<file path="config.mk">
export PLATFORM = sky130hd
export DESIGN_NAME = branch_pc_ctrl
export DESIGN_NICKNAME = d
export VERILOG_FILES = /design/src/rtl/branch_pc_ctrl.sv
export SDC_FILE = /design/constraint.sdc
export NUM_CORES = 1
export LEC_CHECK = 0
export ABC_CLOCK_PERIOD_IN_PS = 7850
export BUFFER_PORTS_ARGS = -buffer_cell sky130_fd_sc_hd__buf_2
export CAP_MARGIN = 40
export CORE_ASPECT_RATIO = 1.5
export CORE_MARGIN = 5
export CORE_UTILIZATION = 45
export CTS_CLUSTER_SIZE = 10
export DETAILED_ROUTE_END_ITERATION = 8
export GPL_TIMING_DRIVEN = 0
export PLACE_DENSITY = 0.69
export SETUP_SLACK_MARGIN = 0.4
export SLEW_MARGIN = 20
export SYNTH_ARGS = -nofsm -noshare
export SYNTH_HDL_FRONTEND = slang
export SYNTH_SLANG_ARGS = --single-unit
</file>
<file path="constraint.sdc">
create_clock -name clk -period 7.85 [get_ports clk]
set_input_delay 0.3925 -clock clk [delete_from_list [all_inputs] [get_ports clk]]
set_output_delay 0.3925 -clock clk [all_outputs]
set_load 0.05 [all_outputs]
</file>
<file path="src/rtl/branch_pc_ctrl.sv">
// Program-counter owner: issues PCs to fetch, resolves branch/jump outcomes, and
// on a redirect loads the target and inserts FLUSH_CYCLES bubble cycles.
module branch_pc_ctrl #(
    parameter logic [31:0] RESET_PC     = 32'h0000_0000,
    parameter int          FLUSH_CYCLES = 2,
    parameter int          CNT_W        = 16
) (
    input  logic             clk,
    input  logic             rst,
    input  logic [2:0]       funct,
    input  logic             B,
    input  logic             J,
    input  logic             JR,
    input  logic             BrEq,
    input  logic             BrLT,
    input  logic             work,
    input  logic [31:0]      imm,
    input  logic [31:0]      rs1_data,
    input  logic             instr_valid,
    input  logic             fetch_ready,
    output logic [31:0]      pc,
    output logic             pc_valid,
    output logic             PCSel,
    output logic             flush,
    output logic             err,
    output logic [CNT_W-1:0] taken_cnt
);

    typedef enum logic [1:0] {ISSUE, WAIT, FLUSH} state_t;

    state_t             state_q, state_d;
    logic [31:0]        pc_q, pc_d;
    logic               pc_valid_q, pc_valid_d;
    logic               pcsel_q, pcsel_d;
    logic               err_q, err_d;
    logic [3:0]         fcnt_q, fcnt_d;
    logic [CNT_W-1:0]   taken_cnt_q, taken_cnt_d;

    logic               cond_taken, cond_err;
    logic               is_jump, taken, redirect, res_err;
    logic [31:0]        target, seq_pc;

    function automatic logic [CNT_W-1:0] sat_inc(input logic [CNT_W-1:0] v);
        return (v == '1) ? v : v + 1'b1;
    endfunction

    always_comb begin
        cond_taken = 1'b0;
        cond_err   = 1'b0;
        case (funct)
            3'b000:          cond_taken = BrEq;
            3'b001:          cond_taken = ~BrEq;
            3'b100, 3'b110:  cond_taken = BrLT;
            3'b101, 3'b111:  cond_taken = ~BrLT;
            default:         cond_err   = 1'b1;
        endcase
        if (!work) begin
            cond_taken = 1'b0;
            cond_err   = 1'b1;
        end
    end

    // Only the highest-priority instruction type is evaluated: JR > J > B.
    always_comb begin
        is_jump  = JR | J;
        taken    = is_jump | (B & cond_taken);
        target   = JR ? ((rs1_data + imm) & ~32'd1) : (pc_q + imm);
        seq_pc   = pc_q + 32'd4;
        redirect = taken & ~target[1];
        res_err  = (~is_jump & B & cond_err) | (taken & target[1]);
    end

    always_comb begin
        state_d     = state_q;
        pc_d        = pc_q;
        pcsel_d     = 1'b0;
        err_d       = 1'b0;
        fcnt_d      = fcnt_q;
        taken_cnt_d = taken_cnt_q;
        case (state_q)
            ISSUE: begin
                if (pc_valid_q && fetch_ready) state_d = WAIT;
            end
            WAIT: begin
                if (instr_valid) begin
                    err_d = res_err;
                    if (redirect) begin
                        pc_d        = target;
                        pcsel_d     = 1'b1;
                        taken_cnt_d = sat_inc(taken_cnt_q);
                        fcnt_d      = 4'(FLUSH_CYCLES);
                        state_d     = FLUSH;
                    end else begin
                        pc_d    = seq_pc;
                        state_d = ISSUE;
                    end
                end
            end
            FLUSH: begin
                if (fcnt_q <= 4'd1) state_d = ISSUE;
                else                fcnt_d  = fcnt_q - 4'd1;
            end
            default: state_d = ISSUE;
        endcase
        pc_valid_d = (state_d == ISSUE);
    end

    always_ff @(posedge clk) begin
        if (rst) begin
            state_q     <= ISSUE;
            pc_q        <= RESET_PC;
            pc_valid_q  <= 1'b0;
            pcsel_q     <= 1'b0;
            err_q       <= 1'b0;
            fcnt_q      <= 4'd0;
            taken_cnt_q <= '0;
        end else begin
            state_q     <= state_d;
            pc_q        <= pc_d;
            pc_valid_q  <= pc_valid_d;
            pcsel_q     <= pcsel_d;
            err_q       <= err_d;
            fcnt_q      <= fcnt_d;
            taken_cnt_q <= taken_cnt_d;
        end
    end

    assign pc        = pc_q;
    assign pc_valid  = pc_valid_q;
    assign PCSel     = pcsel_q;
    assign flush     = (state_q == FLUSH);
    assign err       = err_q;
    assign taken_cnt = taken_cnt_q;

endmodule

</file>
==> metrics, run 1 <==
Relative slew margins 46.1%; worst-path maximum fanout 8; Synth area leader dfxtp_1; Worst R2R Setup Slack between 4 and 5 ns; Max Clk Rate about 300 MHz; Residual DRC 0; post-synthesis sequential area ratio between 15 and 20%; crit path DAT between 3 and 4 ns; Fill cells roughly 1,400; fin nets around 1,200; Final setup viols 0; Core Rows 53; dpl cell area approximately 7000 µm²; final worst slack ~4.4 ns; leakage about 3.3 nW; part of the power in registers 29.5%; MaxCap Viol Count 0; CTS HTree Levels 3; RR Endpoint pc[24]; Internal 0.669 mW; number of port buffers between 100 and 150; switch share approximately 35%; share of cells above drive strength 1 between 10% and 20%; TritonRoute pass-1 iters 5; final core occ a little over half; WHS Path Cells 3; vias in the first global route slightly above 7,000; power density over cell area approximately 140 nW/µm²; final hold vios 0; Initial Util between 40 and 50%; Comb power frac a little under a third; top-level I/O count between 100 and 150; Final Non-Filler Cells roughly 1,200; post-detailed-routing wire length around 22,000 µm; final period demand of the worst path 3.40 ns; CTS resizes 0; post-synth net total about 1,000; total CTS buffers 9; total core area 13,900 µm²; synth unique cells 69; post-synth top area share between 10% and 20%; diodes inserted 0; post-CTS setup buffer count 0; initial antenna violation count 0; Hold Path Origin B; worst slew pin tran approximately 0.80 ns; GRT Total Usage about a quarter; GRT Residual Overflow 0; Detailed Place HPWL 17,400 µm; Die H approximately 160 µm; r2r startpoint pc[2]; Seq cells post-synth 57; PnR Total Power between 1 and 1.5 mW; antenna viol nets, final 0; DR WL/cell roughly 18 µm; CTS sink cnt 57; Ys Warns 0; RSZ-0062 raised after global routing no; top_reg_cell synth dfxtp_1; Synth async-reset ratio 0%; Mapped Area 6360 µm²; syn avg cell area about 7.3 µm²; Post-Place Setup Slack 4.13 ns; post-route clock skew 0.00489 ns; outcome finished, final reports clean; WP data required a little over 8 ns; hold crit path type input pin to flop; Die W between 100 and 150 µm; largest net degree at the start of global routing 12; Setup crit end kind flop; Initial DRC Count approximately 430; final slew viol count 0; Reg2Reg Depth 10; Die ar. around 17,000 µm²; final worst path period share a little over two fifths; routability cong. 0.955; number of synthesized flops with an enable pin 0; worst hold slack 0.377 ns; Clock Power Share between 30% and 40%; dpl cells 1,163; area grow syn2layout 18.2%; CTS tree done; worst IR drop on VDD 0.104 mV; Hold Buf Count CTS 0; CTS root buf clkbuf_16; setup_tns 0 ns; WS Path Type input pin to flop; Vias/cell between 6 and 7; startpoint types input pin; Finished Cell Area 7520 µm²; Max clock buf depth 2; first-pass GRT wire length around 34,000 µm; switching pwr roughly 0.35 mW; Cells after Synth between 800 and 900; CTS clk-pin slew, worst paths 0.05 ns; routed via count just over 7,000; Area contributors post-synth dfxtp_1, ha_1, a21oi_1; clk_lat worst skew ~0.33 ns; Endpoint, Worst Hold err
## cell type report
type | instances | area, µm² | share of cell area [%]
plain buffers | 28 | 108 | 1.43
clock buffers | 10 | 239 | 3.18
clock inverters | 6 | 67.6 | 0.899
inverters | 25 | 93.8 | 1.25
multi-input cells | 759 | 5020 | 66.7
flip-flops and latches | 57 | 1140 | 15.2
well taps | 165 | 206 | 2.75
repair buffers | 129 | 646 | 8.59
## Yosys cell counts, types with 5 or more instances
library cell,number
a211oi_1,15
a21boi_0,6
a21o_1,25
a21oi_1,100
a221oi_1,5
a31oi_1,16
and2_1,8
and3_1,18
and4_1,8
clkbuf_1,23
dfxtp_1,57
ha_1,65
inv_1,25
mux2i_1,7
nand2_1,78
nand2b_1,9
nand3_1,35
nand4_1,16
nor2_1,85
nor2b_1,5
nor3_1,19
nor3b_1,6
nor4_1,6
o211ai_1,5
o21a_1,8
o21ai_0,66
o21bai_1,9
o31ai_1,6
xnor2_1,39
xor2_1,34
## critical path, stage by stage
cell	delay, ns
buf_2	0.10
inv_1	0.08
fa_1	0.60
and2_1	0.14
clkbuf_1	0.39
a21o_1	0.19
nand3_1	0.43
a41oi_2	0.53
and4_1	0.23
buf_2	0.16
nand4_1	0.13
xor2_1	0.16
nor2_1	0.05
## cell usage in the layout, fill, tap and decap left out, types with 16 or more instances in the layout
cell	n
buf_2	131
a21oi_1	100
nor2_1	85
nand2_1	78
o21ai_0	66
ha_1	65
dfxtp_1	57
xnor2_1	39
nand3_1	35
xor2_1	34
inv_1	25
a21o_1	25
clkbuf_1	23
nor3_1	19
and3_1	18
nand4_1	16
a31oi_1	16
## power groups by stage
| stage | clock [mW] | sequential (mW) | combinational (mW) |
|---|---|---|---|
| final | 0.401 | 0.301 | 0.320 |
| after global routing | 0.415 | 0.302 | 0.354 |
| after CTS | 0.398 | 0.301 | 0.318 |
| after detailed placement | 0 | 0.307 | 0.316 |
| after global placement | 0 | 0.307 | 0.314 |
| after floorplan | 0 | 0.318 | 0.209 |
## routing by layer
metal / share of wire [%] / GRT usage (%) / up-vias
li1: - / - / 3529
met1: 39 / 28.1 / 3345
met2: 52 / 47.2 / 252
met3: 5.3 / 3.85 / 59
met4: 4.4 / 12.4 / 0
met5: 0 / 0 / -
## cell families after synthesis
group	Yosys count	synth area share [%]
mux	7	1.10
buf+inv	53	3.17
compound gates	305	30.7
fa+ha+maj	67	13.4
simple gates	307	23.6
xor+xnor	73	10.1
flops	57	17.9
## state kept, by name, summed over array words and instances, names as in the netlist
name and cells:
pc 32, taken_cnt 16, fcnt_q 4, state_q 2, PCSel 1, err 1
pc_valid 1
## worst max-delay path by stage
| stage | from | to | slack, ns | depth (start not counted) |
|---|---|---|---|---|
| floorplan | pc[0] | pc[18] | 4.85 | 12 |
| global placement | imm[1] | pc[28] | 4.07 | 12 |
| detailed placement | imm[1] | taken_cnt[11] | 4.13 | 13 |
| CTS | imm[1] | taken_cnt[11] | 4.46 | 13 |
| global route | imm[1] | taken_cnt[11] | 4.28 | 13 |
| finish | imm[1] | taken_cnt[11] | 4.45 | 13 |
Power figures use the tool's default switching activity.
==> run 2, diff against run 1 <==
--- a/config.mk
+++ b/config.mk
@@ -5,7 +5,7 @@
 export SDC_FILE = /design/constraint.sdc
 export NUM_CORES = 1
 export LEC_CHECK = 0
-export ABC_CLOCK_PERIOD_IN_PS = 7850
+export ABC_CLOCK_PERIOD_IN_PS = 2800
 export BUFFER_PORTS_ARGS = -buffer_cell sky130_fd_sc_hd__buf_2
 export CAP_MARGIN = 40
 export CORE_ASPECT_RATIO = 1.5
@@ -14,7 +14,7 @@
 export CTS_CLUSTER_SIZE = 10
 export DETAILED_ROUTE_END_ITERATION = 8
 export GPL_TIMING_DRIVEN = 0
-export PLACE_DENSITY = 0.69
+export PLACE_DENSITY = 0.72
 export SETUP_SLACK_MARGIN = 0.4
 export SLEW_MARGIN = 20
 export SYNTH_ARGS = -nofsm -noshare
==> constraint.sdc (replaced) <==
create_clock -name clk -period 2.8 [get_ports clk]
set_input_delay 0.14 -clock clk [delete_from_list [all_inputs] [get_ports clk]]
set_output_delay 0.14 -clock clk [all_outputs]
set_load 0.05 [all_outputs]
==> metrics, run 2 (synthesized netlist as in run 1, its figures left out) <==
outcome finished, final reports clean; antenna viol nets, final 0 (unchanged); Residual DRC 0 (unchanged); total CTS buffers 9 (unchanged); Fill cells 1,323 (-6.6%); Die ar. 16,700 µm² (unchanged); switch share 35.7% (+1.1 points); Final setup viols 0 (unchanged); crit path DAT 2.99 ns (-0.62 ns); RSZ-0062 raised after global routing yes; TritonRoute pass-1 iters 6 (+1); Die W 107 µm (unchanged); routability cong. 0.951 (-0.45%); CP Launch Point pc[0]; number of port buffers 128 (unchanged); post-route clock skew 0.00472 ns (-0.000165 ns); diodes inserted 0 (unchanged); r2r startpoint pc[0]; final worst path period share around 100%; critical path's most frequent cell a211oi_2; Worst path depth 12 (-1); clk_lat worst skew 0.34 ns (about the same); CTS clk-pin slew, worst paths 0.05 ns (about the same); Clock Power Share 37.0% (-2.2 points); Detailed Place HPWL 17,600 µm (+1.2%); Core Rows 53 (unchanged); Top Family by Delay on Critical Path compound AO/OA/AOI/OAI gates; Setup crit end kind flop; share of cells above drive strength 1 29.0% (+13 points); Initial Util 45.7% (unchanged); worst-path maximum fanout 4 (-4); final hold vios 0 (unchanged); Internal 1.90 mW (+180%); CTS tree done; largest net degree at the start of global routing 12 (unchanged); max reg flops 32 (unchanged); startpoint types flop; switching pwr 1.05 mW (+200%); crit path cell chain ha_4 -> inv_2 -> fa_2 -> nor2b_4 -> o31ai_4 -> a32oi_2 -> a221o_1 -> a32oi_4 -> o21ai_2 -> a211oi_2 -> xnor2_2 -> a211oi_2; part of the power in registers 28.3% (-1.2 points); CTS root buf clkbuf_16; Hold Path Origin B; dpl cells 1,163 (unchanged); Post-Place Setup Slack -0.384 ns (-4.52 ns); crit path max-delay cell type a221o_1; routed via count 7,459 (+3.8%); area grow syn2layout 33.0%; Hold Buf Count CTS 0 (unchanged); Relative slew margins 46.0% (-0.16 points); worst IR drop on VDD 0.281 mV (+170%); Reg2Reg Depth 12 (+2); commonest non-fill, non-tap cells in the layout buf_2, a21oi_1, nor2_1; WP data required 3.06 ns (-4.99 ns); top-level I/O count 129 (unchanged); CTS HTree Levels 3 (unchanged); hold crit path type input pin to flop; DR WL/cell 19.0 µm (+4.2%); crit-path max cell delay 0.42 ns (-0.18 ns); WS Path Type flop to flop; power density over cell area 349 nW/µm² (+160%); commonest non-fill, non-tap cell in the layout buf_2; initial antenna violation count 0 (unchanged); final period demand of the worst path 2.73 ns; Comb power frac 34.7% (+3.4 points); Max clock buf depth 2 (unchanged); CP Buf/Inv Count 1 (-3); Initial DRC Count 580 (+34%); total core area 13,900 µm² (unchanged); post-detailed-routing wire length 23,000 µm (+7.0%); WHS Path Cells 3 (unchanged); GRT Residual Overflow 0 (unchanged); first-pass GRT wire length 35,900 µm (+4.3%); MaxCap Viol Count 0 (unchanged); worst slew pin tran 0.803 ns (-0.00201 ns); Die H 156 µm (unchanged); Final Non-Filler Cells 1,211 (+2.7%); vias in the first global route 7,239 (+2.4%); CTS sink cnt 57 (unchanged); fin nets 1,185 (+2.8%); Max Clk Rate approximately 370 MHz; final worst slack 0.0676 ns (-4.38 ns); GRT Total Usage 26.6% (+1.1 points); Vias/cell 6.16 (+1.1%); leakage 3.64 nW (+9.9%); final slew viol count 0 (unchanged)
[run 2: power groups by stage]
stage | Sequential (mW) | Combinational, mW | Clock [mW]
3_3_place_gp | 0.852 | 0.894 | 0
5_1_grt | 0.837 | 1.11 | 1.13
4_1_cts | 0.835 | 0.961 | 1.09
2_1_floorplan | 0.883 | 0.597 | 0
3_5_place_dp | 0.852 | 0.901 | 0
6_report | 0.835 | 1.02 | 1.09
[run 2: path summary, 6_finish.rpt]
path                       end  slack (ns)
hold reg to reg   taken_cnt[8]        0.51
setup / recovery        pc[30]        0.07
hold / removal             err        0.12
setup reg to reg        pc[30]        0.07
[run 2: stage by stage]
step	setup TNS [ns]	instance area (µm²)	util, %	power [mW]	hold WS [ns]
finish	0	8460	60.7	2.95	0.123
floorplan	0	6570	-	1.48	0.303
detailed placement	-6.75	7420	53.3	1.75	0.461
CTS	0	8090	58.1	2.89	0.113
global placement	-5.99	7410	53.2	1.75	0.448
global route	-0.0312	8460	60.7	3.08	0.144
[run 2: worst register-to-register path: stages (launching register included)]
cell and delay [ns]:
dfxtp_4 0.35, ha_4 0.16, inv_2 0.05, fa_2 0.22, nor2b_4 0.06, o31ai_4 0.22
a32oi_2 0.16, a221o_1 0.42, a32oi_4 0.31, o21ai_2 0.13, a211oi_2 0.26, xnor2_2 0.12
a211oi_2 0.21
[run 2: timing repair]
action / in CTS / in global routing
setup endpoints to repair: 44 / 41
gates resized for setup: 58 / 62
buffers inserted: 16 / 16
pin swaps: 28 / 30
[run 2: layout make-up]
type / instances / area (µm²) / area share [%]
clock inverters: 5 / 36.3 / 0.429
flip-flops and latches: 57 / 1200 / 14.2
well taps: 165 / 206 / 2.44
repair buffers: 161 / 901 / 10.7
plain buffers: 28 / 154 / 1.82
multi-input cells: 759 / 5600 / 66.2
inverters: 25 / 93.8 / 1.11
clock buffers: 11 / 264 / 3.12
[run 2: routing by layer]
layer / routed length [µm] / GRT usage, %
met4: 1010 / 11.6
met1: 8580 / 29.1
met5: 0 / 0
met3: 1330 / 3.56
met2: 12100 / 50.3
==> run 3, diff against run 2 <==
--- a/config.mk
+++ b/config.mk
@@ -5,7 +5,7 @@
 export SDC_FILE = /design/constraint.sdc
 export NUM_CORES = 1
 export LEC_CHECK = 0
-export ABC_CLOCK_PERIOD_IN_PS = 2800
+export ABC_CLOCK_PERIOD_IN_PS = 3020
 export BUFFER_PORTS_ARGS = -buffer_cell sky130_fd_sc_hd__buf_2
 export CAP_MARGIN = 40
 export CORE_ASPECT_RATIO = 1.5
@@ -14,7 +14,7 @@
 export CTS_CLUSTER_SIZE = 10
 export DETAILED_ROUTE_END_ITERATION = 8
 export GPL_TIMING_DRIVEN = 0
-export PLACE_DENSITY = 0.72
+export PLACE_DENSITY = 0.69
 export SETUP_SLACK_MARGIN = 0.4
 export SLEW_MARGIN = 20
 export SYNTH_ARGS = -nofsm -noshare
==> constraint.sdc (replaced) <==
create_clock -name clk -period 3.02 [get_ports clk]
set_input_delay 0.151 -clock clk [delete_from_list [all_inputs] [get_ports clk]]
set_output_delay 0.151 -clock clk [all_outputs]
set_load 0.05 [all_outputs]
==> metrics, run 3 (synthesized netlist as in run 1, its figures left out) <==
fin nets 1,171 (-1.2%); Max Clk Rate 367 MHz (+0.31%); leakage 3.46 nW (-5.0%); dpl cell area 7260 µm² (-2.2%); startpoint types flop; CTS root buf clkbuf_16; clk_lat worst skew 0.33 ns (about the same); Reg2Reg Depth 12 (unchanged); final worst path period share 90.2% (-7.4 points); CTS tree done; final core occ 57.8% (-2.9 points); share of cells above drive strength 1 23.8% (-5.1 points); total core area 13,900 µm² (unchanged); WS Path Type flop to flop; GRT Total Usage 25.2% (-1.4 points); Finished Cell Area 8050 µm² (-4.8%); final worst slack 0.296 ns (+0.228 ns); number of port buffers 128 (unchanged); diodes inserted 0 (unchanged); commonest non-fill, non-tap cell in the layout buf_2; MaxCap Viol Count 0 (unchanged); Final setup viols 0 (unchanged); Initial Util 45.7% (unchanged); post-detailed-routing wire length 22,200 µm (-3.6%); Detailed Place HPWL 17,400 µm (-1.2%); GRT Residual Overflow 0 (unchanged); hold crit path type input pin to flop; final slew viol count 0 (unchanged); initial antenna violation count 0 (unchanged); Residual DRC 0 (unchanged); worst IR drop on VDD 0.360 mV (+28%); setup_tns 0 ns (unchanged); final period demand of the worst path 2.72 ns (-0.00835 ns); worst slew pin tran 0.795 ns (-0.00824 ns); total CTS buffers 9 (unchanged); CTS sink cnt 57 (unchanged); TritonRoute pass-1 iters 7 (+1); routed via count 7,300 (-2.1%); Die W 107 µm (unchanged); antenna viol nets, final 0 (unchanged); Vias/cell 6.10 (-0.99%); vias in the first global route 6,934 (-4.2%); Initial DRC Count 564 (-2.8%); top-level I/O count 129 (unchanged); Relative slew margins 47.0% (+1.0 points); worst-path maximum fanout 4 (unchanged); WHS Path Cells 3 (unchanged); commonest non-fill, non-tap cells in the layout buf_2, a21oi_1, nor2_1; WP data required 3.27 ns (+0.21 ns); Core Rows 53 (unchanged); routability cong. 0.951 (about the same); CTS clk-pin slew, worst paths 0.05 ns (about the same); RSZ-0062 raised after global routing yes; Die H 156 µm (unchanged); Max clock buf depth 2 (unchanged); post-route clock skew 0.00522 ns (+0.000492 ns); first-pass GRT wire length 33,800 µm (-5.9%); Setup crit end kind flop; Post-Place Setup Slack -0.229 ns (+0.155 ns); outcome finished, final reports clean; power density over cell area 337 nW/µm² (-3.3%); Die ar. 16,700 µm² (unchanged); max reg flops 32 (unchanged); largest net degree at the start of global routing 12 (unchanged); CTS HTree Levels 3 (unchanged); DR WL/cell 18.5 µm (-2.5%); area grow syn2layout 26.6%; crit path DAT 2.98 ns (about the same); final hold vios 0 (unchanged)
run 3: changes by cell type in the layout (fill, tap and decap cells not counted), moves of 4 or more:
cell / previous run / this run
dfxtp_4: 13 / 4
o21ai_0: 54 / 60
nand2_2: 5 / 1
buf_4: 28 / 18
o21ai_1: 9 / 3
nand2_1: 72 / 77
buf_6: 8 / 1
dfxtp_1: 34 / 41
run 3: worst max-delay path: stages, from the launching register on:
cell and delay (ns):
dfxtp_4 0.35, ha_4 0.15, inv_2 0.04, fa_2 0.23
nor2b_4 0.06, o31ai_4 0.22, a32oi_2 0.17, a221o_2 0.45
a32oi_4 0.27, o21ai_2 0.13, a211oi_2 0.23, xnor2_1 0.14
a211oi_2 0.21
run 3: area by class of cell:
type                       count  area [µm²]
fill                        1385        5870
multi-input combinational    759        5370
sequential                    57        1170
timing repair buffer         147         785
clock buffer                  10         239
tap                          165         206
buffer                        28         123
inverter                      25        93.8
clock inverter                 6        66.3
run 3: power by group:
group / internal (mW) / switching (mW) / leakage [nW] / total, mW
sequential: 0.762 / 0.0191 / 0.469 / 0.781
clock: 0.661 / 0.375 / 0.141 / 1.04
combinational: 0.349 / 0.551 / 2.85 / 0.899
run 3: timing repair:
action | CTS | global route
hold endpoints to repair | 0 | 0
hold buffers | 0 | 0
setup endpoints to repair | 39 | 36
setup buffers | 5 | 13
gates resized for setup | 29 | 51
pin swaps | 13 | 28
run 3: metal layers:
layer | track usage [%] | part of all wire, % | up-vias
met5 | 0 | 0 | -
met4 | 14.0 | 4.5 | 0
met3 | 3.23 | 5.6 | 67
met2 | 46.2 | 51 | 302
met1 | 27.7 | 39 | 3360
li1 | - | - | 3571
run 3: worst paths after layout:
path / endpoint / slack [ns] / from
hold reg to reg: pc[9] / 0.52 / pc[9]
hold / removal: err / 0.15 / B
setup / recovery: pc[30] / 0.30 / pc[0]
setup reg to reg: pc[30] / 0.30 / pc[0]
run 3: through the flow:
| step | std cells | hold WS [ns] | power, mW |
|---|---|---|---|
| 2_1_floorplan | 869 | 0.314 | 1.37 |
| 3_3_place_gp | 1162 | 0.459 | 1.61 |
| 3_5_place_dp | 1163 | 0.468 | 1.62 |
| 4_1_cts | 1184 | 0.130 | 2.67 |
| 5_1_grt | 1197 | 0.197 | 2.84 |
| 6_report | 1197 | 0.147 | 2.72 |
